===== config.mk =====
export PLATFORM = sky130hd
export DESIGN_NAME = ps2_kbd_rx
export DESIGN_NICKNAME = d
export VERILOG_FILES = /design/src/rtl/ps2_pkg.sv /design/src/rtl/ps2_sync_fifo.sv /design/src/rtl/ps2_kbd_rx.sv
export SDC_FILE = /design/constraint.sdc
export NUM_CORES = 1
export LEC_CHECK = 0
export CAP_MARGIN = 40
export CORE_UTILIZATION = 30
export DETAILED_ROUTE_END_ITERATION = 10
export GPL_ROUTABILITY_DRIVEN = 0
export GPL_TIMING_DRIVEN = 1
export HOLD_SLACK_MARGIN = 0.08
export PLACE_DENSITY_LB_ADDON = 0.15
export REMOVE_ABC_BUFFERS = 1
export SETUP_SLACK_MARGIN = 0.15
export SLEW_MARGIN = 5
export SYNTH_ARGS = -nofsm -noshare
export SYNTH_HDL_FRONTEND = slang
export SYNTH_SLANG_ARGS = --single-unit

===== constraint.sdc =====
create_clock -name clk -period 4.5 [get_ports clk]
set_input_delay 0.675 -clock clk [delete_from_list [all_inputs] [get_ports clk]]
set_output_delay 0.675 -clock clk [all_outputs]
set_load 0.005 [all_outputs]

===== src/rtl/ps2_pkg.sv =====
// ps2_pkg: shared definitions for the PS/2 keyboard receiver.
//   rx_state_e   - receiver FSM states (IDLE, RECV, CHECK)
//   PS2_BRK      - break prefix byte (0xF0)
//   PS2_EXT      - extended prefix byte (0xE0)
//   ps2_entry_t  - 10-bit FIFO entry {is_ext, is_break, code}
//   ps2_parity_ok- odd-parity check over data byte plus parity bit
package ps2_pkg;

    typedef enum logic [1:0] {
        ST_IDLE  = 2'd0,
        ST_RECV  = 2'd1,
        ST_CHECK = 2'd2
    } rx_state_e;

    localparam logic [7:0] PS2_BRK = 8'hF0;
    localparam logic [7:0] PS2_EXT = 8'hE0;

    typedef struct packed {
        logic       is_ext;
        logic       is_break;
        logic [7:0] code;
    } ps2_entry_t;

    // PS/2 uses odd parity: the nine bits together must hold an odd number of ones.
    function automatic logic ps2_parity_ok(input logic [7:0] data, input logic par);
        return ^{data, par};
    endfunction

endpackage


===== src/rtl/ps2_sync_fifo.sv =====
// ps2_sync_fifo: single-clock FIFO holding decoded scan-code entries.
//   clk, resetn  - clock, synchronous active-low reset
//   push_i       - write wdata_i (accepted when not full, or when popping in the same cycle)
//   pop_i        - remove head entry (ignored when empty)
//   rdata_o      - head entry
//   full_o/empty_o/level_o - occupancy status
module ps2_sync_fifo #(
    parameter int DEPTH = 8,
    parameter int WIDTH = 10
) (
    input  logic                     clk,
    input  logic                     resetn,
    input  logic                     push_i,
    input  logic [WIDTH-1:0]         wdata_i,
    input  logic                     pop_i,
    output logic [WIDTH-1:0]         rdata_o,
    output logic                     full_o,
    output logic                     empty_o,
    output logic [$clog2(DEPTH):0]   level_o
);

    localparam int AW = $clog2(DEPTH);
    localparam logic [AW:0] FULL_LVL = (AW+1)'(DEPTH);

    logic [WIDTH-1:0] mem_q [DEPTH];
    logic [AW-1:0]    wr_ptr_q;
    logic [AW-1:0]    rd_ptr_q;
    logic [AW:0]      count_q;
    logic             do_push_s;
    logic             do_pop_s;

    assign full_o    = (count_q == FULL_LVL);
    assign empty_o   = (count_q == '0);
    assign do_pop_s  = pop_i & ~empty_o;
    // A full FIFO still accepts a write when the head leaves in the same cycle.
    assign do_push_s = push_i & (~full_o | do_pop_s);
    assign rdata_o   = mem_q[rd_ptr_q];
    assign level_o   = count_q;

    // Storage, pointers (wrap naturally since DEPTH is a power of two) and occupancy.
    always_ff @(posedge clk) begin
        if (!resetn) begin
            for (int i = 0; i < DEPTH; i++) begin
                mem_q[i] <= '0;
            end
            wr_ptr_q <= '0;
            rd_ptr_q <= '0;
            count_q  <= '0;
        end else begin
            if (do_push_s) begin
                mem_q[wr_ptr_q] <= wdata_i;
                wr_ptr_q        <= wr_ptr_q + AW'(1);
            end
            if (do_pop_s) begin
                rd_ptr_q <= rd_ptr_q + AW'(1);
            end
            case ({do_push_s, do_pop_s})
                2'b10:   count_q <= count_q + (AW+1)'(1);
                2'b01:   count_q <= count_q - (AW+1)'(1);
                default: count_q <= count_q;
            endcase
        end
    end

endmodule


===== src/rtl/ps2_kbd_rx.sv =====
// ps2_kbd_rx: PS/2 keyboard receiver with scan-code prefix decode and output FIFO.
//   clk, resetn          - system clock, synchronous active-low reset
//   ps2_clk, ps2_data    - raw asynchronous PS/2 lines
//   code/is_break/is_ext - head-of-FIFO entry, meaningful while valid
//   valid, ready         - head handshake; entry popped when both high
//   parity_err/frame_err - one-cycle error pulses (frame dropped)
//   overflow, err_clr    - sticky FIFO-drop flag and its clear request
//   level                - FIFO occupancy
module ps2_kbd_rx
    import ps2_pkg::*;
#(
    parameter int FIFO_DEPTH  = 8,
    parameter int SYNC_STAGES = 3,
    parameter int TIMEOUT_CYC = 100000
) (
    input  logic                          clk,
    input  logic                          resetn,
    input  logic                          ps2_clk,
    input  logic                          ps2_data,
    output logic [7:0]                    code,
    output logic                          is_break,
    output logic                          is_ext,
    output logic                          valid,
    input  logic                          ready,
    output logic                          parity_err,
    output logic                          frame_err,
    output logic                          overflow,
    input  logic                          err_clr,
    output logic [$clog2(FIFO_DEPTH):0]   level
);

    localparam int TW = $clog2(TIMEOUT_CYC + 1);
    localparam logic [TW-1:0] TIMER_LAST = TW'(TIMEOUT_CYC - 1);

    logic [SYNC_STAGES-1:0] clk_sync_q;
    logic [SYNC_STAGES-1:0] data_sync_q;
    logic                   clk_prev_q;
    logic                   sample_s;
    logic                   bit_s;

    rx_state_e   state_q, state_d;
    logic [3:0]  cnt_q, cnt_d;
    logic [9:0]  bits_q, bits_d;
    logic [TW-1:0] timer_q, timer_d;
    logic        pend_ext_q, pend_ext_d;
    logic        pend_brk_q, pend_brk_d;
    logic        perr_q, perr_d;
    logic        ferr_q, ferr_d;
    logic        ovf_q, ovf_d;

    logic        push_s;
    ps2_entry_t  push_entry_s;
    ps2_entry_t  head_s;
    logic        pop_s;
    logic        full_s;
    logic        empty_s;

    // Synchronisers idle high, matching the idle level of the PS/2 bus.
    always_ff @(posedge clk) begin
        if (!resetn) begin
            clk_sync_q  <= '1;
            data_sync_q <= '1;
            clk_prev_q  <= 1'b1;
        end else begin
            clk_sync_q  <= {clk_sync_q[SYNC_STAGES-2:0], ps2_clk};
            data_sync_q <= {data_sync_q[SYNC_STAGES-2:0], ps2_data};
            clk_prev_q  <= clk_sync_q[SYNC_STAGES-1];
        end
    end

    assign sample_s = clk_prev_q & ~clk_sync_q[SYNC_STAGES-1];
    assign bit_s    = data_sync_q[SYNC_STAGES-1];

    // Receiver state, frame shift register, timeout timer, prefix flags and error pulses.
    always_ff @(posedge clk) begin
        if (!resetn) begin
            state_q    <= ST_IDLE;
            cnt_q      <= 4'd0;
            bits_q     <= 10'd0;
            timer_q    <= '0;
            pend_ext_q <= 1'b0;
            pend_brk_q <= 1'b0;
            perr_q     <= 1'b0;
            ferr_q     <= 1'b0;
            ovf_q      <= 1'b0;
        end else begin
            state_q    <= state_d;
            cnt_q      <= cnt_d;
            bits_q     <= bits_d;
            timer_q    <= timer_d;
            pend_ext_q <= pend_ext_d;
            pend_brk_q <= pend_brk_d;
            perr_q     <= perr_d;
            ferr_q     <= ferr_d;
            ovf_q      <= ovf_d;
        end
    end

    // Next-state logic: frame reception, validation and prefix decode.
    always_comb begin
        state_d      = state_q;
        cnt_d        = cnt_q;
        bits_d       = bits_q;
        timer_d      = timer_q;
        pend_ext_d   = pend_ext_q;
        pend_brk_d   = pend_brk_q;
        perr_d       = 1'b0;
        ferr_d       = 1'b0;
        push_s       = 1'b0;
        push_entry_s = '0;
        case (state_q)
            ST_IDLE: begin
                timer_d = '0;
                if (sample_s) begin
                    if (!bit_s) begin
                        state_d = ST_RECV;
                        cnt_d   = 4'd0;
                        bits_d  = 10'd0;
                    end else begin
                        // A falling edge with data high cannot be a start bit.
                        ferr_d     = 1'b1;
                        pend_ext_d = 1'b0;
                        pend_brk_d = 1'b0;
                    end
                end else begin
                    state_d = ST_IDLE;
                end
            end
            ST_RECV: begin
                if (sample_s) begin
                    bits_d[cnt_q] = bit_s;
                    timer_d       = '0;
                    if (cnt_q == 4'd9) begin
                        state_d = ST_CHECK;
                    end else begin
                        cnt_d = cnt_q + 4'd1;
                    end
                end else if (timer_q == TIMER_LAST) begin
                    state_d    = ST_IDLE;
                    cnt_d      = 4'd0;
                    ferr_d     = 1'b1;
                    pend_ext_d = 1'b0;
                    pend_brk_d = 1'b0;
                end else begin
                    timer_d = timer_q + TW'(1);
                end
            end
            ST_CHECK: begin
                state_d = ST_IDLE;
                cnt_d   = 4'd0;
                // bits_q: [7:0] data, [8] parity, [9] stop.
                if (!bits_q[9]) begin
                    ferr_d     = 1'b1;
                    pend_ext_d = 1'b0;
                    pend_brk_d = 1'b0;
                end else if (!ps2_parity_ok(bits_q[7:0], bits_q[8])) begin
                    perr_d     = 1'b1;
                    pend_ext_d = 1'b0;
                    pend_brk_d = 1'b0;
                end else if (bits_q[7:0] == PS2_EXT) begin
                    pend_ext_d = 1'b1;
                end else if (bits_q[7:0] == PS2_BRK) begin
                    pend_brk_d = 1'b1;
                end else begin
                    push_s                = 1'b1;
                    push_entry_s.is_ext   = pend_ext_q;
                    push_entry_s.is_break = pend_brk_q;
                    push_entry_s.code     = bits_q[7:0];
                    pend_ext_d            = 1'b0;
                    pend_brk_d            = 1'b0;
                end
            end
            default: begin
                state_d = ST_IDLE;
                cnt_d   = 4'd0;
            end
        endcase
    end

    // Sticky overflow: a dropped push wins over a same-cycle clear request.
    always_comb begin
        ovf_d = ovf_q;
        if (push_s && full_s && !pop_s) begin
            ovf_d = 1'b1;
        end else if (err_clr) begin
            ovf_d = 1'b0;
        end else begin
            ovf_d = ovf_q;
        end
    end

    assign pop_s = ~empty_s & ready;

    ps2_sync_fifo #(
        .DEPTH (FIFO_DEPTH),
        .WIDTH ($bits(ps2_entry_t))
    ) u_fifo (
        .clk     (clk),
        .resetn  (resetn),
        .push_i  (push_s),
        .wdata_i (push_entry_s),
        .pop_i   (pop_s),
        .rdata_o (head_s),
        .full_o  (full_s),
        .empty_o (empty_s),
        .level_o (level)
    );

    assign code       = head_s.code;
    assign is_break   = head_s.is_break;
    assign is_ext     = head_s.is_ext;
    assign valid      = ~empty_s;
    assign parity_err = perr_q;
    assign frame_err  = ferr_q;
    assign overflow   = ovf_q;

endmodule


Yosys cells after proc, flatten, opt, wreduce, memory -nomap -nowiden:

Memory sizes are Yosys's and may differ from the RTL's. A register that Yosys moved wholly into a read port is not among the register bits.
Index checks and enable logic that the tools add are counted.

* memory bits (writable): 80
* register bits after elaboration: 55
* memories kept: 1

* muxes and demuxes: 65
* add/sub/neg operators: 6
* bitwise gates (word level): 8
* order comparisons: 2
* equal/unequal tests: 22
* reductions and logical operators: 19

Memory list
* u_fifo.mem_q: depth 8, bits a word 10, rd ports 1, clocked after Yosys merged registers in 1, wr ports 8, RTL line ps2_sync_fifo.sv:25 `logic [WIDTH-1:0] mem_q [DEPTH];`

Operator list (number)
* 2-to-1 mux 10 bit: 9
* 2-to-1 mux 17 bit: 2
* case mux 17 bit (2 select lines): 1
* 2-to-1 mux 1 bit: 31
* 2-to-1 mux 4 bit: 5
* case mux 10 bit (2 select lines): 1
* adder 17 x 1 -> 17 bit, second input constant: 1
* == test 17 bit, second input constant: 1
* == test 8 bit, second input constant: 2
* case mux 4 bit (2 select lines): 2
* inequality test 3 bit, second input constant: 5
* inequality test 2 bit, second input constant: 6
* AND reduction 6 bit: 2
* bitwise mux 10 bit: 1
* 2-to-1 mux 2 bit: 5
* OR reduction 10 bit: 1
* 2-to-1 mux 3 bit: 3
* case mux 1 bit (3 select lines): 3
* parity 9 bit: 1
* adder 4 x 1 -> 4 bit, second input constant: 2
* == test 4 bit, second input constant: 2
* AND reduction 4 bit: 2
* adder 3 x 1 -> 3 bit, second input constant: 2
* AND reduction 3 bit: 2
* 19 further kinds: 30

Longest topological paths before layout:

Gate-level depths: netlist of the first run.

* word-level depth: 12
* depth in mapped cells: 13
* mapped depth without buffers: 13

Hierarchy:

From an unflattened synthesis of the first run, not the netlist that was laid out.

* cell total of the unflattened synthesis: 634
* area, all modules: 6945.4 um^2

By module, submodules not included
* ps2_sync_fifo: area each 4309.1 um^2, cells each 319, instances 1
* ps2_kbd_rx: area each 2636.3 um^2, cells each 315, instances 1

Worst setup path after synthesis of the first run:

OpenSTA, ideal clock, no wires.

* path kind: register -> register
* start point: register bits_q[2]
* end point: register u_fifo.count_q[3], in the netlist u_fifo.level_o[3]
* data arrival time: 2.998 ns
* required time: 4.372 ns
* cell stages (with the launch flop): 14
* path buffers: 0
* path slack: 1.374 ns
* path through: dfxtp_1 > xor3_1 > xnor3_2 > mux2i_2 > a211oi_2 > nand2b_1 > inv_1 > ha_1 > a21o_1 > a21oi_1 > nor2_1 > a2bb2oi_1 > xor2_1 > nor2_1

* word-level cells in the longest chain between the ends: 9

RTL lines
* start, declared: RTL line ps2_kbd_rx.sv:43 `logic [9:0] bits_q, bits_d;`
* start signal, assigned: RTL line ps2_kbd_rx.sv:89 `bits_q <= bits_d;`
* == test 8 bit: RTL line ps2_kbd_rx.sv:162 `end else if (bits_q[7:0] == PS2_BRK) begin`
* 2-to-1 mux 1 bit: RTL line ps2_kbd_rx.sv:162
* 2-to-1 mux 1 bit: RTL line ps2_kbd_rx.sv:160 `end else if (bits_q[7:0] == PS2_EXT) begin`
* 2-to-1 mux 1 bit *: RTL line ps2_kbd_rx.sv:156 `end else if (!ps2_parity_ok(bits_q[7:0], bits_q[8])) begin`
* 2-to-1 mux 1 bit *: RTL line ps2_kbd_rx.sv:152 `if (!bits_q[9]) begin`
* 2-to-1 mux 1 bit *: RTL line ps2_kbd_rx.sv:111 `case (state_q)`
* bitwise AND 1 bit *: RTL line ps2_sync_fifo.sv:36 `assign do_push_s = push_i & (~full_o | do_pop_s);`
* == test 2 x 1 -> 1 bit / == test 2 bit (equally long branches): RTL line ps2_sync_fifo.sv:57 `case ({do_push_s, do_pop_s})`
* case mux 4 bit (2 select lines) / nonzero test 2 bit (equally long branches)
* end signal, assigned: RTL line ps2_sync_fifo.sv:58 `2'b10: count_q <= count_q + (AW+1)'(1);`
* end signal, assigned: RTL line ps2_sync_fifo.sv:59 `2'b01: count_q <= count_q - (AW+1)'(1);`
* end signal, assigned: RTL line ps2_sync_fifo.sv:60 `default: count_q <= count_q;`
* end, declared: RTL line ps2_sync_fifo.sv:28 `logic [AW:0] count_q;`

Mark *: on every way between the ends. The rest lies on a longest branch, timed or not.
A chain may end at the register's enable or synchronous reset.

==> results of run 1 <==
[per-layer routing]
metal	global-route usage	share of wire
met5	0	0
met1	0.1939	0.47
met3	0.03426	0.037
met4	0.05464	0.018
met2	0.2420	0.47
[layout by cell type (no fill, tap or decap), types with 2 or more instances in the layout]
master / synthesis / routed
nor3_1: 10 / 10
ha_1: 9 / 9
nand4b_2: 2 / 2
a311oi_1: 2 / 2
clkdlybuf4s50_1: 0 / 23
and3_1: 5 / 5
and4_1: 2 / 2
nand2_1: 55 / 55
clkinv_2: 0 / 6
bufinv_16: 0 / 3
nand2b_1: 13 / 13
dfxtp_1: 58 / 58
mux2_2: 11 / 11
nor2b_1: 8 / 8
edfxtp_1: 80 / 80
and2_1: 5 / 5
nand4_1: 6 / 6
nor2_1: 126 / 126
mux4_2: 20 / 20
a21oi_1: 31 / 31
a22oi_1: 2 / 2
mux2i_1: 4 / 4
a21o_1: 4 / 4
nor4_1: 3 / 3
buf_4: 0 / 5
xnor2_1: 10 / 10
xor2_1: 12 / 12
nand3_1: 11 / 11
clkbuf_16: 0 / 20
o21ai_0: 18 / 18
nor4b_1: 2 / 2
nand4_2: 2 / 2
inv_1: 9 / 9
[registers in the layout (all words and copies together), names as in the netlist, named ones only]
| name | cells |
|---|---|
| pend_brk_q | 1 |
| pend_ext_q | 1 |
| u_fifo.wr_ptr_q | 3 |
| data_sync_q | 3 |
| clk_prev_q | 1 |
| state_q | 2 |
| clk_sync_q | 3 |
| u_fifo.level_o | 4 |
| u_fifo.mem_q | 80 |
| bits_q | 10 |
| frame_err | 1 |
| timer_q | 17 |
| overflow | 1 |
| cnt_q | 4 |
| parity_err | 1 |
| u_fifo.rd_ptr_q | 3 |
[critical path, stage by stage (launching register included)]
cell      delay (ns)
dfxtp_1         0.41
xor3_1          0.44
xnor3_2         0.29
mux2i_2         0.21
a211oi_4        0.35
and2_4          0.24
nand4b_2        0.33
nand2_1         0.55
[cells in the mapped netlist (2+ instances only)]
cell type	count
xor2_1	12
nand4b_2	2
xnor2_1	10
nand2b_1	13
a21oi_1	31
and4_1	2
buf_6	4
nor2_1	126
nand3_1	11
inv_1	9
mux4_2	20
edfxtp_1	80
and2_1	5
nand2_1	55
nand4_1	6
mux2_2	11
nor4_1	3
dfxtp_1	58
mux2i_1	4
buf_2	4
a22oi_1	2
nor2b_1	8
and3_1	5
o21ai_0	18
nand4_2	2
nor3_1	10
a311oi_1	2
ha_1	9
nor4b_1	2
clkbuf_1	18
a21o_1	4
[path summary, 6_finish.rpt]
kind	to	start	depth (start not counted)
worst max register to register	u_fifo.mem_q[3][7]$_SDFFCE_PN0P_	bits_q[2]$_SDFFE_PN0P_	7
worst min register to register	data_sync_q[1]$_SDFF_PN1_	data_sync_q[0]$_SDFF_PN1_	1
worst max-delay path	u_fifo.mem_q[3][7]$_SDFFCE_PN0P_	bits_q[2]$_SDFFE_PN0P_	7
worst min-delay path	data_sync_q[1]$_SDFF_PN1_	data_sync_q[0]$_SDFF_PN1_	1
[metrics by stage]
| stage | total power, mW | setup slack [ns] | util | hold slack, ns |
|---|---|---|---|---|
| 6_report | 3.393 | 1.301 | 0.3661 | 0.4045 |
| 5_1_grt | 3.532 | 1.088 | 0.3661 | 0.4180 |
| 4_1_cts | 3.431 | 1.238 | 0.3661 | 0.4062 |
| 3_5_place_dp | 1.915 | 1.128 | 0.3345 | 0.3924 |
| 3_3_place_gp | 1.906 | 1.140 | 0.3338 | 0.4002 |
| 2_1_floorplan | 1.717 | 1.359 | - | 0.3863 |
[cell families after synthesis]
| group | count (synthesis) | share of synthesized area |
|---|---|---|
| adder cells (fa/ha/maj) | 10 | 0.02082 |
| AND/OR/NAND/NOR | 257 | 0.1856 |
| buffers and inverters | 36 | 0.02671 |
| multiplexers | 36 | 0.09859 |
| XOR/XNOR | 26 | 0.04379 |
| flip-flops | 138 | 0.5593 |
| AO/OA/AOI/OAI | 68 | 0.06520 |
[power by group]
group          total [mW]  internal, mW  switching (mW)
sequential           1.44          1.39          0.0439
clock                1.51         0.980           0.535
combinational       0.442         0.248           0.194
total                3.39          2.62           0.773
[area by class of cell]
type / instances / area, um2
clock inverters: 11 / 133.9
flip-flops and latches: 138 / 3563
clock buffers: 21 / 514.2
multi-input cells: 397 / 2638
fillers: 1984 / 12990
inverters: 9 / 33.78
repair buffers: 29 / 282.8
well taps: 270 / 337.8
==> impl_metrics.tcl, run 1 <==
set metrics [dict create \
    status "completed" \
    die_w_um 147.7 \
    crit_fanout 11 \
    synthDistinctLibCells 56 \
    synthFlopType "edfxtp_1" \
    numPortBuffers 23 \
    die_area_mm2 0.02182 \
    drive_gt1_frac 0.1355 \
    period_needed_ns 3.199 \
    cts_sinks 138 \
    synth_area_leaders "edfxtp_1 (38%), dfxtp_1 (18%), nor2_1 (7.4%), mux4_2 (7.1%), nand2_1 (3.2%)" \
    hold_buffers 0 \
    power_density_mw_per_mm2 452.2 \
    place_area_mm2 0.006855 \
    final_hold_viol_count 0 \
    cts_tree "done" \
    required_ns 4.56 \
    period_share 0.7109 \
    ys_seq_area_frac 0.5593 \
    ioPinCount 24 \
    max_cap_violations 0 \
    antenna_cells 0 \
    yosys.area.top_type "edfxtp_1" \
    peakVddDrop_mv 0.2618 \
    core_area_mm2 0.02049 \
    syn_area_per_cell_um2 11.16 \
    rsz0062_at_grt "false" \
    firstDrtPassIters 5 \
    clk_pin_slew_ns 0.06 \
    regToRegSetupSlack_ns 1.30 \
    clock_latency_ns 0.42 \
    drt-total-wl_um 14950 \
    cts-root-buf "clkbuf_16" \
    via_per_inst 4.939 \
    synthArstFlopShare 0 \
    vias 4322 \
    critical_path.endpoint_type "register" \
    yosys_warnings 0 \
    final.setup.tns_ns 0 \
    setup-violations-final 0 \
    ctsLongestPathBuffers 2 \
    place_inst 843 \
    grt_pass1_vias 4189 \
    overflow 0 \
    fmax_mhz 312.6 \
    grt_max_degree 33 \
    drt-wirelength-per-cell_um 17.08 \
    start_kind "register" \
    skew_ns 0.006001 \
    dpl.hpwl_um 10540 \
    min_path_type "reg2reg" \
    antenna_found_initial 0 \
    grt_pass1_wl_um 24050 \
    design_area_mm2 0.007503 \
    numCtsBuffers 17 \
    nets 608 \
    syn_area_mm2 0.006371 \
    synthCells 571 \
    track_usage 0.1490 \
    synth-seq-cells 138 \
    postRouteAntennaNets 0 \
    post_cts_buffers 0 \
    synth_enable_flop_cells 80 \
    syn_to_final_growth_pct 17.77 \
    rows 52 \
    die_h_um 147.7 \
    leakagePower_nw 2.479 \
    final-instance-count-excl-fill 875 \
    slew_viol_final 0 \
    drc 0 \
    relSlewSlack 0.5772 \
    critPathKind "reg2reg" \
    arrival_ns 3.26 \
    synth_top_area_frac 0.3771 \
    start_util 0.3109 \
    tightest_slew_ns 0.6312 \
    h-tree-depth 4 \
    cts_resized 0 \
    dr.first_iter.drc_count 286 \
]
(Power assumes the default switching activity.)
==> inputs of run 2 (changes only) <==
clock period = 2.6 ns   (was 4.5 ns; I/O delays follow)
==> run 2 against run 1 <==
Against the previous run: the flow now finishes with violations (negative setup slack); sequential cell count unchanged; global-route usage up 1.2 points; sequential power up 72%; core utilization up 9.2 points; design area up 25%; combinational power rose to 2.8 times the previous value; critical path type unchanged.
==> impl_metrics.tcl, run 2 (synthesis gave the netlist of run 1 again) <==
set metrics [dict create \
    violations "negative setup slack" \
    worst_slack_ns -0.1413 \
    ctsLongestPathBuffers 2 \
    cts_sinks 138 \
    peakVddDrop_mv 0.5043 \
    ioPinCount 24 \
    required_ns 2.74 \
    clock_latency_ns 0.42 \
    final-instance-count-excl-fill 963 \
    r2r_end "u_fifo.mem_q[3][3]$_SDFFCE_PN0P_" \
    largest_register "u_fifo.mem_q" \
    die_h_um 147.7 \
    clk_pin_slew_ns 0.06 \
    grt_max_degree 33 \
    track_usage 0.1607 \
    die_w_um 147.7 \
    final.setup.tns_ns -7.719 \
    dr.first_iter.drc_count 292 \
    period_share 1.054 \
    path_cells "xnor2_2 -> xnor3_1 -> mux2i_2 -> buf_4 -> buf_6 -> a211oi_4 -> and2_4 -> nand4b_4 -> nand2_4 -> buf_6 -> buf_12" \
    drt-total-wl_um 16820 \
    syn_to_final_growth_pct 47.49 \
    relSlewSlack 0.4270 \
    final_hold_viol_count 0 \
    seqCellArea_mm2 0.003571 \
    layout_common_cells "edfxtp_1 (80), nor2_1 (57), nor2_4 (56), dfxtp_1 (54), buf_4 (38)" \
    critPathTopFamily "XOR/XNOR gates" \
    worst_path_most_repeated_cell "buf_6" \
    arrival_ns 2.88 \
    critical_path.endpoint_type "register" \
    start_util 0.3109 \
    cp-startpoint "bits_q[6]$_SDFFE_PN0P_" \
    postRouteAntennaNets 0 \
    crit_fanout 5 \
    status "complete, but fails checks" \
    leakagePower_nw 3.207 \
    antenna_cells 0 \
    power_density_mw_per_mm2 657.2 \
    cp_num_cells 11 \
    endpoint "u_fifo.mem_q[3][3]$_SDFFCE_PN0P_" \
    critPathBufInv 4 \
    start_kind "register" \
    largest_reg_flops 80 \
    reg_top3 "u_fifo.mem_q: 80 flops, timer_q: 17 flops, bits_q: 10 flops" \
    rows 52 \
    slew_viol_final 0 \
    period_needed_ns 2.741 \
    antenna_found_initial 0 \
    drc 0 \
    worst_path_max_delay_cell "xnor3_1" \
    via_per_inst 4.792 \
    cts-root-buf "clkbuf_16" \
    max_stage_delay_ns 0.48 \
    die_area_mm2 0.02182 \
    overflow 0 \
    multiInputGateArea_mm2 0.003378 \
    min_path_type "reg2reg" \
    fmax_mhz 364.8 \
    cts_tree "done" \
    vias 4615 \
    max_cap_violations 0 \
    dpl.hpwl_um 10630 \
    drive_gt1_frac 0.4113 \
    skew_ns 0.009521 \
    core_area_mm2 0.02049 \
    grt_pass1_wl_um 26370 \
    setup-violations-final 100 \
    regToRegSetupSlack_ns -0.14 \
    reg2reg_from "bits_q[6]$_SDFFE_PN0P_" \
    rsz0062_at_grt "true" \
    hold_slack_ns 0.4050 \
    mostFrequentLayoutCell "edfxtp_1" \
    drt-wirelength-per-cell_um 17.47 \
    nets 696 \
    critPathKind "reg2reg" \
    nFillCells 1835 \
    place_inst 892 \
    reg2reg_depth 11 \
    firstDrtPassIters 5 \
    h-tree-depth 4 \
    grt_pass1_vias 4727 \
    numPortBuffers 23 \
    tightest_slew_ns 0.8529 \
    numCtsBuffers 17 \
]
run 2: cell count changes in the layout (fill, tap and decap cells not counted), sizes merged:
cell	change
bufinv	-2
inv	+3
clkinv	-3
clkinvlp	+1
buf	+89
clkbuf	+10
clkdlybuf4s50	-10
run 2: layout make-up:
type	count	area share
clock buffer	22	0.05513
clock inverter	10	0.01065
inverter	9	0.003862
multi-input combinational	397	0.3595
sequential	138	0.3800
tap	270	0.03595
timing repair buffer	117	0.1549
run 2: worst min path at each step:
| stage | startpoint | end | slack (ns) | cells past startpoint |
|---|---|---|---|---|
| 2_1_floorplan | clk_sync_q[0]$_SDFF_PN1_ | clk_sync_q[1]$_SDFF_PN1_ | 0.39 | 1 |
| 3_3_place_gp | data_sync_q[1]$_SDFF_PN1_ | data_sync_q[2]$_SDFF_PN1_ | 0.40 | 1 |
| 3_5_place_dp | clk_sync_q[1]$_SDFF_PN1_ | clk_sync_q[2]$_SDFF_PN1_ | 0.39 | 1 |
| 4_1_cts | clk_sync_q[1]$_SDFF_PN1_ | clk_sync_q[2]$_SDFF_PN1_ | 0.41 | 1 |
| 5_1_grt | clk_sync_q[1]$_SDFF_PN1_ | clk_sync_q[2]$_SDFF_PN1_ | 0.44 | 1 |
| 6_report | clk_sync_q[1]$_SDFF_PN1_ | clk_sync_q[2]$_SDFF_PN1_ | 0.40 | 1 |
run 2: repair_timing:
item	in CTS	in global routing
hold buffers	0	0
cloned	10	4
pin swaps	46	40
endpoints found under the setup margin	145	176
gates resized for setup	147	138
setup buffers	15	10
run 2: per-layer routing:
metal / vias up / track usage / part of all wire
met5: - / 0 / 0
met4: 0 / 0.04588 / 0.014
met3: 15 / 0.03395 / 0.029
met2: 81 / 0.2606 / 0.48
met1: 2256 / 0.2162 / 0.48
li1: 2263 / - / -
run 2: per-stage QoR:
stage	util	setup slack (ns)	power (mW)	instance area (um2)
2_1_floorplan	-	-0.5415	2.972	6235
3_3_place_gp	0.3570	-0.1843	3.408	7316
3_5_place_dp	0.3570	-0.2989	3.412	7316
4_1_cts	0.4270	-0.1009	6.141	8751
5_1_grt	0.4585	-0.3153	6.413	9397
6_report	0.4585	-0.1413	6.176	9397
run 2: power breakdown:
group | switching (mW) | internal (mW) | total, mW
clock network | 0.961 | 1.52 | 2.49
registers | 0.0602 | 2.41 | 2.47
logic | 0.484 | 0.735 | 1.22
total | 1.51 | 4.67 | 6.18
==> inputs of run 3 (changes only) <==
CORE_ASPECT_RATIO = 0.7   (was default)
==> run 3 against run 2 <==
Against the previous run: critical path type unchanged; core utilization down 0.70 points; die area about the same; design area down 0.27%; first-iteration DRC count down 12%; critical endpoint is now u_fifo.mem_q[0][5]$_SDFFCE_PN0P_; global-route usage up 0.12 points; routed wire length up 3.4%; highest routed layer unchanged; sequential share of layout area up 0.11 points; power down 1.1%; the flow still finishes with violations (negative setup slack).
==> impl_metrics.tcl, run 3 (synthesis gave the netlist of run 1 again) <==
set metrics [dict create \
    status "complete, but fails checks" \
    violations "negative setup slack" \
    die_area_mm2 0.02183 \
    dpl.hpwl_um 10800 \
    firstDrtPassIters 5 \
    critPathKind "reg2reg" \
    power_density_mw_per_mm2 652.0 \
    min_path_type "reg2reg" \
    rsz0062_at_grt "true" \
    antenna_cells 0 \
    final-instance-count-excl-fill 964 \
    critical_path.endpoint_type "register" \
    dr.first_iter.drc_count 256 \
    grt_pass1_wl_um 25630 \
    required_ns 2.75 \
    rows 44 \
    cts_sinks 138 \
    skew_ns 0.01148 \
    place_inst 900 \
    leakagePower_nw 3.152 \
    numCtsBuffers 17 \
    largest_reg_flops 80 \
    antenna_found_initial 0 \
    nFillCells 1862 \
    largest_register "u_fifo.mem_q" \
    period_needed_ns 2.818 \
    overflow 0 \
    slew_viol_final 0 \
    drt-total-wl_um 17400 \
    seqCellArea_mm2 0.003572 \
    core_area_mm2 0.02075 \
    nets 691 \
    reg_top3 "u_fifo.mem_q: 80 flops, timer_q: 17 flops, bits_q: 10 flops" \
    vias 4672 \
    design_area_mm2 0.009371 \
    fmax_mhz 354.8 \
    peakVddDrop_mv 0.3776 \
    setup-violations-final 161 \
    grt_max_degree 33 \
    postRouteAntennaNets 0 \
    final.setup.tns_ns -18.44 \
    die_h_um 123.9 \
    start_kind "register" \
    ctsLongestPathBuffers 2 \
    start_util 0.3070 \
    clock_latency_ns 0.43 \
    drive_gt1_frac 0.4070 \
    place_area_mm2 0.007351 \
    relSlewSlack 0.3527 \
    final_hold_viol_count 0 \
    grt_pass1_vias 4392 \
    clk_pin_slew_ns 0.06 \
    ioPinCount 24 \
    arrival_ns 2.97 \
    drc 0 \
    syn_to_final_growth_pct 47.09 \
    layout_common_cells "edfxtp_1 (80), nor2_4 (62), nor2_1 (53), dfxtp_1 (53)" \
    worst_slack_ns -0.2185 \
    die_w_um 176.2 \
    drt-wirelength-per-cell_um 18.05 \
    h-tree-depth 4 \
    multiInputGateArea_mm2 0.003412 \
    track_usage 0.1619 \
    period_share 1.084 \
    max_cap_violations 0 \
    mostFrequentLayoutCell "edfxtp_1" \
    crit_fanout 5 \
    hold_slack_ns 0.4066 \
    numPortBuffers 23 \
    cts_tree "done" \
    via_per_inst 4.846 \
    tightest_slew_ns 0.9636 \
    cts-root-buf "clkbuf_16" \
]
run 3: metrics by stage:
| step | setup WS (ns) | utilization | total power, mW |
|---|---|---|---|
| floorplan | -0.5415 | - | 2.972 |
| global placement | -0.2158 | 0.3542 | 3.403 |
| detailed placement | -0.3073 | 0.3542 | 3.414 |
| CTS | -0.09160 | 0.4107 | 6.122 |
| global route | -0.3434 | 0.4515 | 6.358 |
| finish | -0.2185 | 0.4515 | 6.110 |
run 3: critical path, stage by stage, from the launching register on:
cell,delay (ns)
dfxtp_1,0.33
xnor2_2,0.25
xnor3_1,0.40
mux2i_2,0.18
buf_4,0.14
buf_6,0.10
buf_6,0.11
a211oi_4,0.27
and2b_4,0.27
buf_6,0.13
nand2_8,0.07
nand2_4,0.14
clkbuf_16,0.16
run 3: routing by layer:
| metal | up-vias | track usage | routed length [um] |
|---|---|---|---|
| met2 | 91 | 0.2311 | 7450 |
| met5 | - | 0 | 0 |
| met4 | 0 | 0.05380 | 172 |
| li1 | 2259 | - | - |
| met1 | 2307 | 0.2403 | 8968 |
| met3 | 15 | 0.03480 | 807 |
run 3: power breakdown:
group | total [mW] | switching [mW] | internal, mW
logic | 1.27 | 0.493 | 0.772
registers | 2.46 | 0.0492 | 2.41
clock network | 2.39 | 0.968 | 1.42
total | 6.11 | 1.51 | 4.60
run 3: cell type report:
cell class / count / area share
sequential: 138 / 0.3812
multi-input combinational: 397 / 0.3641
timing repair buffer: 112 / 0.1523
clock buffer: 19 / 0.04619
tap: 276 / 0.03685
clock inverter: 13 / 0.01549
inverter: 9 / 0.003872
run 3: path summary, 6_finish.rpt:
path | cells after the start | to | start | slack [ns]
max | 12 | u_fifo.mem_q[0][5]$_SDFFCE_PN0P_ | bits_q[3]$_SDFFE_PN0P_ | -0.22
min | 1 | data_sync_q[1]$_SDFF_PN1_ | data_sync_q[0]$_SDFF_PN1_ | 0.41
max reg2reg | 12 | u_fifo.mem_q[0][5]$_SDFFCE_PN0P_ | bits_q[3]$_SDFFE_PN0P_ | -0.22
min reg2reg | 1 | data_sync_q[1]$_SDFF_PN1_ | data_sync_q[0]$_SDFF_PN1_ | 0.41
run 3: what timing repair did:
item | 4_1_cts | 5_1_grt
pin swaps | 37 | 55
cloned | 7 | 6
resized for setup | 128 | 170
hold buffers | 0 | 0
setup buffers | 14 | 5
endpoints found under the setup margin | 129 | 187
